$ cat config.mk
export PLATFORM = sky130hd
export DESIGN_NAME = frame_event_scheduler
export DESIGN_NICKNAME = d
export VERILOG_FILES = /design/src/rtl/frame_event_scheduler.sv
export SDC_FILE = /design/constraint.sdc
export NUM_CORES = 1
export LEC_CHECK = 0
export ABC_CLOCK_PERIOD_IN_PS = 2450
export CAP_MARGIN = 15
export CORE_ASPECT_RATIO = 0.8
export CORE_MARGIN = 5
export CORE_UTILIZATION = 24
export DETAILED_ROUTE_END_ITERATION = 6
export HOLD_SLACK_MARGIN = 0.15
export SYNTH_ARGS = -nofsm -noshare
export SYNTH_HDL_FRONTEND = slang
export SYNTH_SLANG_ARGS = --single-unit
$ cat constraint.sdc
create_clock -name pclk -period 2.45 [get_ports pclk]
set_input_delay 0.49 -clock pclk [delete_from_list [all_inputs] [get_ports pclk]]
set_output_delay 0.49 -clock pclk [all_outputs]
set_load 0.01 [all_outputs]
$ cat src/rtl/frame_event_scheduler.sv
// ---------------------------------------------------------------------------
// frame_event_scheduler
//
// Finds the rising edge of vsync once and turns it into a one-cycle
// frame_tick. CHANNELS independent requesters use that shared tick. A start
// request loads a channel with a period in frames and an event count. The
// channel then pulses tick every `period` frames. It pulses done together
// with the final tick. A count of zero runs the channel until stop. A period
// of zero is treated as one.
//
// Ports
//   pclk        in   pixel clock (only clock)
//   rst_n       in   synchronous active-low reset
//   vsync       in   vertical sync, already synchronous to pclk
//   start       in   [CHANNELS] per-channel start / restart pulse
//   stop        in   [CHANNELS] per-channel abort pulse (highest priority)
//   period      in   [CHANNELS*PERIOD_W] packed periods, sampled on start
//   count       in   [CHANNELS*COUNT_W] packed event counts, sampled on start
//   frame_tick  out  one-cycle pulse per vsync rising edge
//   tick        out  [CHANNELS] one-cycle event pulse
//   done        out  [CHANNELS] one-cycle pulse with a channel's final tick
//   busy        out  [CHANNELS] channel is running
// ---------------------------------------------------------------------------
module frame_event_scheduler #(
    parameter int CHANNELS = 4,
    parameter int PERIOD_W = 8,
    parameter int COUNT_W  = 8
) (
    input  logic                         pclk,
    input  logic                         rst_n,
    input  logic                         vsync,
    input  logic [CHANNELS-1:0]          start,
    input  logic [CHANNELS-1:0]          stop,
    input  logic [CHANNELS*PERIOD_W-1:0] period,
    input  logic [CHANNELS*COUNT_W-1:0]  count,
    output logic                         frame_tick,
    output logic [CHANNELS-1:0]          tick,
    output logic [CHANNELS-1:0]          done,
    output logic [CHANNELS-1:0]          busy
);

    localparam logic [0:0] ST_IDLE = 1'b0;
    localparam logic [0:0] ST_RUN  = 1'b1;

    localparam logic [PERIOD_W-1:0] PER_ONE = {{(PERIOD_W-1){1'b0}}, 1'b1};
    localparam logic [COUNT_W-1:0]  CNT_ONE = {{(COUNT_W-1){1'b0}}, 1'b1};

    // Shared vsync edge detector
    logic vsync_q;
    logic frame_tick_q;

    always_ff @(posedge pclk) begin
        if (!rst_n) begin
            vsync_q      <= 1'b0;
            frame_tick_q <= 1'b0;
        end else begin
            vsync_q      <= vsync;
            frame_tick_q <= vsync & ~vsync_q;
        end
    end

    assign frame_tick = frame_tick_q;

    // Per-channel schedulers
    for (genvar gi = 0; gi < CHANNELS; gi++) begin : g_chan
        logic [0:0]          state_q, state_d;
        logic [PERIOD_W-1:0] phase_q, phase_d;
        logic [PERIOD_W-1:0] per_q, per_d;
        logic [COUNT_W-1:0]  rem_q, rem_d;
        logic                inf_q, inf_d;
        logic                tick_q, tick_d;
        logic                done_q, done_d;
        logic [PERIOD_W-1:0] period_i;
        logic [COUNT_W-1:0]  count_i;

        assign period_i = period[gi*PERIOD_W +: PERIOD_W];
        assign count_i  = count[gi*COUNT_W +: COUNT_W];

        always_comb begin
            state_d = state_q;
            phase_d = phase_q;
            per_d   = per_q;
            rem_d   = rem_q;
            inf_d   = inf_q;
            tick_d  = 1'b0;
            done_d  = 1'b0;

            if (stop[gi]) begin
                state_d = ST_IDLE;
                phase_d = '0;
            end else if (start[gi]) begin
                // Start and restart both reload the channel. A start that
                // lands on a frame_tick cycle does not count that frame.
                state_d = ST_RUN;
                phase_d = '0;
                per_d   = (period_i == '0) ? PER_ONE : period_i;
                rem_d   = count_i;
                inf_d   = (count_i == '0);
            end else if (state_q == ST_RUN && frame_tick_q) begin
                if (phase_q == per_q - PER_ONE) begin
                    phase_d = '0;
                    tick_d  = 1'b1;
                    if (!inf_q) begin
                        rem_d = rem_q - CNT_ONE;
                        if (rem_q == CNT_ONE) begin
                            done_d  = 1'b1;
                            state_d = ST_IDLE;
                        end
                    end
                end else begin
                    phase_d = phase_q + PER_ONE;
                end
            end
        end

        always_ff @(posedge pclk) begin
            if (!rst_n) begin
                state_q <= ST_IDLE;
                phase_q <= '0;
                per_q   <= PER_ONE;
                rem_q   <= '0;
                inf_q   <= 1'b0;
                tick_q  <= 1'b0;
                done_q  <= 1'b0;
            end else begin
                state_q <= state_d;
                phase_q <= phase_d;
                per_q   <= per_d;
                rem_q   <= rem_d;
                inf_q   <= inf_d;
                tick_q  <= tick_d;
                done_q  <= done_d;
            end
        end

        assign tick[gi] = tick_q;
        assign done[gi] = done_q;
        // busy drops in the same cycle as done, because both are registered
        // from the same edge.
        assign busy[gi] = (state_q == ST_RUN);
    end

endmodule
==> run metrics, run 1 <==
status=complete, no violations; CTS clk-pin slew, worst paths=around 0.060 ns; Max Slew Vio Count=0; Syn Nets=slightly above 900; hold_sp=vsync_q$_SDFF_PN0_; Post-synth EDFFs=0; GP Congestion=0.855; Die Y=~160 um; HPWL Detailed=about 14000 um; P&R area growth vs syn=35.2%; # nets final=1022; GR Util All Layers=~12%; Required @ worst endpoint=about 2.8 ns; initial antenna violation count=0; Pleak=3.08 nW; CTS HTree Levels=4; crit path kind=register to register; CP max-delay cell=or4_4; Int Power=4.06 mW; top_reg_cell synth=dfxtp_1; Total Power=5.48 mW; Vias=approximately 6300; CP peak stage delay=roughly 0.47 ns; # DRC=0; Post-DRT Antenna Nets=0; Post-Syn Instances=between 800 and 900; Clk Latency, worst-skew pair=0.42 ns; CP Capture Type=register; Net Sw Frac=approximately a quarter; Gate power share=15.1%; Ports=between 80 and 90; Slew HR=around three fifths; drt pass-1 iters=5; CTS max path bufs=2; vias in the first global route=between 6000 and 7000; Distinct cells, synth=71; TritonCTS Buffers=17; overflow left after global routing=0; CTS Sinks=between 100 and 150; count of final setup violators=0; maximum VDD drop=about 450 uV; crit path launch type=register; # port buffers=87; CP cell instances=inv_1 -> ha_2 -> xnor2_1 -> a311o_1 -> nor3_2 -> o21ai_1 -> nand4b_1 -> buf_6 -> or4_4 -> nand3_2; fillers=approximately 2800; reg2reg start=g_chan[2].per_q[1]$_SDFFE_PN0P_; Worst Clk Skew=slightly above 0.008 ns; post-synthesis sequential area ratio=around a third; clock power share=between 40 and 50%; pwr dens=about 630 mW/mm^2; Die ar.=slightly above 0.03 mm^2; DRT iter0 DRCs=around 360; part of the cycle the worst path needs=97.7%; Initial Util=around 25%; Row Count=53; Post-Synthesis Mean Instance Area=7.93 um^2; P_sw=1.43 mW; Vias/cell=4.86; largest net degree at the start of global routing=30; shortest period the worst path allows=roughly 2.4 ns; Hold Fails Final Rpt=0; Synth async-reset ratio=0%; CTS tree=done; Max Clk Rate=418 MHz; CP startpoint=g_chan[2].per_q[1]$_SDFFE_PN0P_; Mapped Area=0.00647 mm^2; hold_buf cts=0; final WL=18800 um; hold crit path type=register to register; Placed Area=between 0.007 and 0.008 mm^2; fraction of layout cells with a size suffix above 1=a little over an eighth; Core Util, Final=roughly a third; register share of total power=a little over a third; Worst Tran Pin Value=0.600 ns; first-pass GRT wire length=~31000 um; Post-Route Setup TNS=0 ns; max cap viols=0; Core Region=0.0264 mm^2; design area=0.00875 mm^2; Critical Path AT=approximately 2.8 ns; routed len/inst=14.5 um; crit-path max FO=7; Root Driver=clkbuf_16; die width=194 um; flop and latch count out of synthesis=~110; warnings from Yosys=0
metal layers:
layer / part of all wire, % / GRT usage [%]
met2: 43 / 18.5
met3: 4.9 / 3.31
met1: 50 / 17.2
met5: 0 / 0
met4: 1.5 / 4.42
logic make-up (layout without fill, tap and decap cells):
family	after synthesis	in the layout	synth area share, %
AO/OA/AOI/OAI	179	179	18.4
flip-flops	114	114	35.3
AND/OR/NAND/NOR	361	361	28.6
multiplexers	3	3	0.484
other	0	1	0
adder cells (fa/ha/maj)	16	16	3.09
buffers and inverters	77	205	5.20
XOR/XNOR	66	66	8.94
final timing paths:
path | to | slack [ns] | cells after the start
max | g_chan[2].rem_q[2]$_SDFFE_PN0P_ | 0.06 | 10
min | frame_tick$_SDFF_PN0_ | 0.38 | 1
max reg2reg | g_chan[2].rem_q[2]$_SDFFE_PN0P_ | 0.06 | 10
min reg2reg | frame_tick$_SDFF_PN0_ | 0.38 | 1
worst max-delay path, delay by kind of cell, from the launching register on:
family	cells	cell delay, ns
DFF	1	0.36
and+or+nand+nor	4	0.97
buffers and inverters	2	0.22
xor gates and xnor gates	1	0.12
AOI/OAI and AO/OA	2	0.39
adders and majority gates	1	0.28
registers in the layout, summed over array words and instances, names as in the netlist:
| register | flops |
|---|---|
| g_chan.state_q | 4 |
| vsync_q | 1 |
| g_chan.rem_q | 32 |
| frame_tick | 1 |
| g_chan.inf_q | 4 |
| g_chan.phase_q | 32 |
| g_chan.tick_q | 4 |
| g_chan.per_q | 32 |
| g_chan.done_q | 4 |
placed cells by master, fill, tap and decap left out, drive strengths merged, types with 4 or more instances in the layout:
master / count
nor3: 37
nor2: 62
o311ai: 6
a21oi: 60
a221oi: 4
or3: 5
o21ai: 23
xor2: 31
and3: 12
nand3b: 7
and2: 12
o31ai: 5
o211ai: 6
a211oi: 15
ha: 16
nor2b: 9
nand2b: 15
nand3: 31
nor4: 27
or4: 9
a22oi: 4
nand4: 15
inv: 30
o31a: 4
clkinv: 6
a31oi: 12
clkdlybuf4s50: 87
and4: 5
clkbuf: 19
nand2: 104
dfxtp: 114
bufinv: 4
xnor2: 35
buf: 56
per-stage QoR:
step	hold WS, ns	setup WS [ns]	instances
CTS	0.384	-0.0161	1296
detailed placement	0.375	-0.0160	1263
floorplan	0.367	0.0576	816
global placement	0.374	0.0212	1263
finish	0.383	0.0567	1302
global route	0.408	-0.0458	1301
cell type report:
cell class	count	area, um^2	share of cell area, %
multi-input combinational	625	3960	45.3
sequential	114	2290	26.2
timing repair buffer	143	1310	14.9
tap	357	447	5.11
clock buffer	19	443	5.06
clock inverter	13	184	2.10
inverter	30	113	1.29
antenna	1	2.50	0.0286
Yosys cell counts, drive strengths merged (15+ instances only):
master,number,area share (%)
clkbuf,31,1.8
nor3,37,2.9
xnor2,35,4.7
xor2,31,4.2
nand2,104,6.0
a211oi,15,1.7
nor2,62,3.6
o21ai,23,1.8
buf,16,1.6
dfxtp,114,35
nand2b,15,1.5
a21oi,60,4.6
ha,16,3.1
nand3,31,2.6
nor4,27,2.9
nand4,15,1.5
inv,29,1.7
power groups by stage:
stage / Combinational [mW] / Sequential [mW] / Clock, mW
2_1_floorplan: 0.458 / 2.01 / 0
6_report: 0.831 / 1.99 / 2.66
5_1_grt: 0.913 / 2.00 / 2.83
3_3_place_gp: 0.778 / 2.02 / 0
4_1_cts: 0.791 / 1.99 / 2.73
3_5_place_dp: 0.784 / 2.03 / 0
timing repair:
action | in CTS | in global routing
setup buffers | 1 | 5
setup endpoints to repair | 4 | 42
hold endpoints to repair | 0 | 0
gates resized for setup | 1 | 32
pin swaps | 1 | 10
Power figures use the tool's default switching activity.
==> inputs of run 2 (changes only) <==
--- a/config.mk
+++ b/config.mk
@@ -5,6 +5,7 @@
 export SDC_FILE = /design/constraint.sdc
 export NUM_CORES = 1
 export LEC_CHECK = 0
+export ABC_AREA = 1
 export ABC_CLOCK_PERIOD_IN_PS = 2450
 export CAP_MARGIN = 15
 export CORE_ASPECT_RATIO = 0.8
==> run metrics, run 2 <==
Hold Fails Final Rpt=0 (unchanged); commonest non-fill, non-tap cell in the layout=nand2_1; Total Power=5.40 mW (-1.6%); WP buf/inv=2 (unchanged); Core Region=0.0275 mm^2 (+4.2%); Initial Util=24.5% (+0.029 points); hold_buf cts=0 (unchanged); max cap viols=0 (unchanged); fillers=2935 (+6.2%); Critical Path AT=1.65 ns (-1.10 ns); reg2reg start=g_chan[0].per_q[0]$_SDFFE_PN1P_; status=complete, no violations; Required @ worst endpoint=1.96 ns (-0.85 ns); CTS clk-pin slew, worst paths=0.06 ns (about the same); post-synthesis sequential area ratio=33.8% (-1.5 points); Ports=88 (unchanged); post-synth top area cell=dfxtp_1; FF-to-FF path depth=15 (+5); CTS Sinks=114 (unchanged); drt pass-1 iters=5 (unchanged); top-count cell post-synth=nand2_1; DRT iter0 DRCs=373 (+4.5%); hold_sp=vsync_q$_SDFF_PN0_; CP cell instances=buf_4 -> clkdlybuf4s50_1; Reg area=0.00228 mm^2 (-0.27%); count of final setup violators=0 (unchanged); fraction of layout cells with a size suffix above 1=7.76% (-5.3 points); Worst Hold Path EP=frame_tick$_SDFF_PN0_; met1 WL=9150 um (-3.1%); hold crit path type=register to register; vias in the first global route=5937 (-2.9%); Pleak=3.62 nW (+17%); CP max-delay cell=clkdlybuf4s50_1; Slew HR=65.2% (+5.2 points); Post-synth EDFFs=0 (unchanged); largest net degree at the start of global routing=35 (+17%); Post-Syn Instances=1013 (+24%); multi-input logic area=0.00380 mm^2 (-4.0%); worst hold path stage count=1 (unchanged); design area=0.00855 mm^2 (-2.2%); crit-path max FO=3 (-4); overflow left after global routing=0 (unchanged); DR WL met3=951 um (+2.3%); Placed Area=0.00796 mm^2 (+0.11%); Syn Nets=1104 (+22%); GR Util All Layers=11.2% (-1.2 points); maximum VDD drop=455 uV (+1.8%); Hold WS=0.382 ns (-0.00104 ns); top post-synthesis cells by count=226 x nand2_1, 138 x nor2_1, 114 x dfxtp_1, 111 x inv_1, 80 x nand3_1; Synth async-reset ratio=0% (unchanged); # DRC=0 (unchanged); pwr dens=631 mW/mm^2 (+0.65%); Core Util, Final=31.1% (-2.0 points); Die ar.=0.0316 mm^2 (+4.1%); commonest non-fill, non-tap cells in the layout=226 x nand2_1, 138 x nor2_1, 114 x dfxtp_1, 111 x inv_1, 86 x clkdlybuf4s50_1; Post-DRT Antenna Nets=0 (unchanged); CP delay by family, top=buffers and inverters; Worst Clk Skew=0.00984 ns (+0.00159 ns); Distinct cells, synth=40 (-44%); Max Slew Vio Count=0 (unchanged); CP peak stage delay=0.54 ns (+0.07 ns); die width=197 um (+2.0%); GP Congestion=0.827 (-3.4%); Post-Synthesis Mean Instance Area=6.66 um^2 (-16%); Max Clk Rate=467 MHz (+12%); Root Driver=clkbuf_16; flop and latch count out of synthesis=114 (unchanged); CP Capture Type=primary output; CTS HTree Levels=4 (unchanged); TritonCTS Buffers=17 (unchanged); setup repair bufs after CTS=0 (-1); Clk Latency, worst-skew pair=0.43 ns (about the same); Final Worst Setup Slack=0.310 ns (+0.253 ns); HPWL Detailed=13200 um (-6.1%); ranking of synthesized cells by area=dfxtp_1 34%, nand2_1 13%, nor2_1 7.7%; Worst Tran Pin Value=0.522 ns (-0.0779 ns); top cell type's share of synthesized area=33.8% (-1.5 points); crit path launch type=register; Mapped Area=0.00675 mm^2 (+4.3%); first-pass GRT wire length=29300 um (-5.8%); # nets final=1188 (+16%); # port buffers=87 (unchanged); CTS tree=done; CTS max path bufs=2 (unchanged); Critical Path Stages=2 (-8); RSZ-0062 raised after global routing=false; highest metal used=met4; crit path kind=register to primary output; post-cts resize count=0 (-1); warnings from Yosys=0 (unchanged); initial antenna violation count=0 (unchanged); biggest registers after layout=g_chan.per_q: 32 flops, g_chan.phase_q: 32 flops, g_chan.rem_q: 32 flops; met2 WL=6970 um (-15%); placed insts=1442 (+14%); shortest period the worst path allows=2.14 ns (-0.253 ns); RR Endpoint=g_chan[0].rem_q[5]$_SDFFE_PN0P_; final WL=17300 um (-8.2%); pre-CTS WS=0.413 ns (+0.429 ns); Post-Layout Cell Count=1472 (+13%); R2R Setup Slk=0.42 ns (+0.36 ns); Inserted Diodes=0 (-1); Post-Route Setup TNS=0 ns (unchanged); P&R area growth vs syn=26.7%; Vias/cell=4.35 (-10%); Row Count=54 (+1.9%); top_reg_cell synth=dfxtp_1; routed len/inst=11.7 um (-19%); Die Y=160 um (+2.0%); part of the cycle the worst path needs=87.4% (-10 points); Vias=6409 (+1.2%)
-- run 2: kinds of logic after synthesis --
logic type      synth area share [%]
compound gates                  11.1
xor+xnor                        6.88
fa+ha+maj                       2.97
buf+inv                         9.81
flops                           33.8
mux                            0.593
simple gates                    34.9
-- run 2: final cells by class --
cell class                 instances  share of cell area [%]
multi-input combinational        743                    44.5
timing repair buffer             100                    11.3
inverter                         121                    5.31
sequential                       114                    26.7
clock buffer                      19                    5.30
clock inverter                    11                    1.61
tap                              364                    5.33
-- run 2: routing by layer --
layer  vias to the layer above  GRT usage, %
li1                       3440             -
met5                         -             0
met3                        20          3.33
met4                         0          3.18
met2                       132          16.4
met1                      2817          16.0
-- run 2: worst max-delay path by stage --
stage	start	endpoint	slack, ns
5_1_grt	g_chan[0].per_q[0]$_SDFFE_PN1P_	g_chan[0].rem_q[4]$_SDFFE_PN0P_	0.11
3_3_place_gp	start[0]	g_chan[0].rem_q[3]$_SDFFE_PN0P_	0.43
3_5_place_dp	stop[2]	g_chan[2].rem_q[7]$_SDFFE_PN0P_	0.41
4_1_cts	frame_tick$_SDFF_PN0_	frame_tick	0.21
2_1_floorplan	g_chan[0].per_q[0]$_SDFFE_PN1P_	g_chan[0].rem_q[0]$_SDFFE_PN0P_	0.69
6_report	frame_tick$_SDFF_PN0_	frame_tick	0.31
-- run 2: report_power, final --
| group | internal, mW | switching, mW |
|---|---|---|
| Sequential | 1.94 | 0.0753 |
| Combinational | 0.381 | 0.501 |
| Clock | 1.63 | 0.875 |
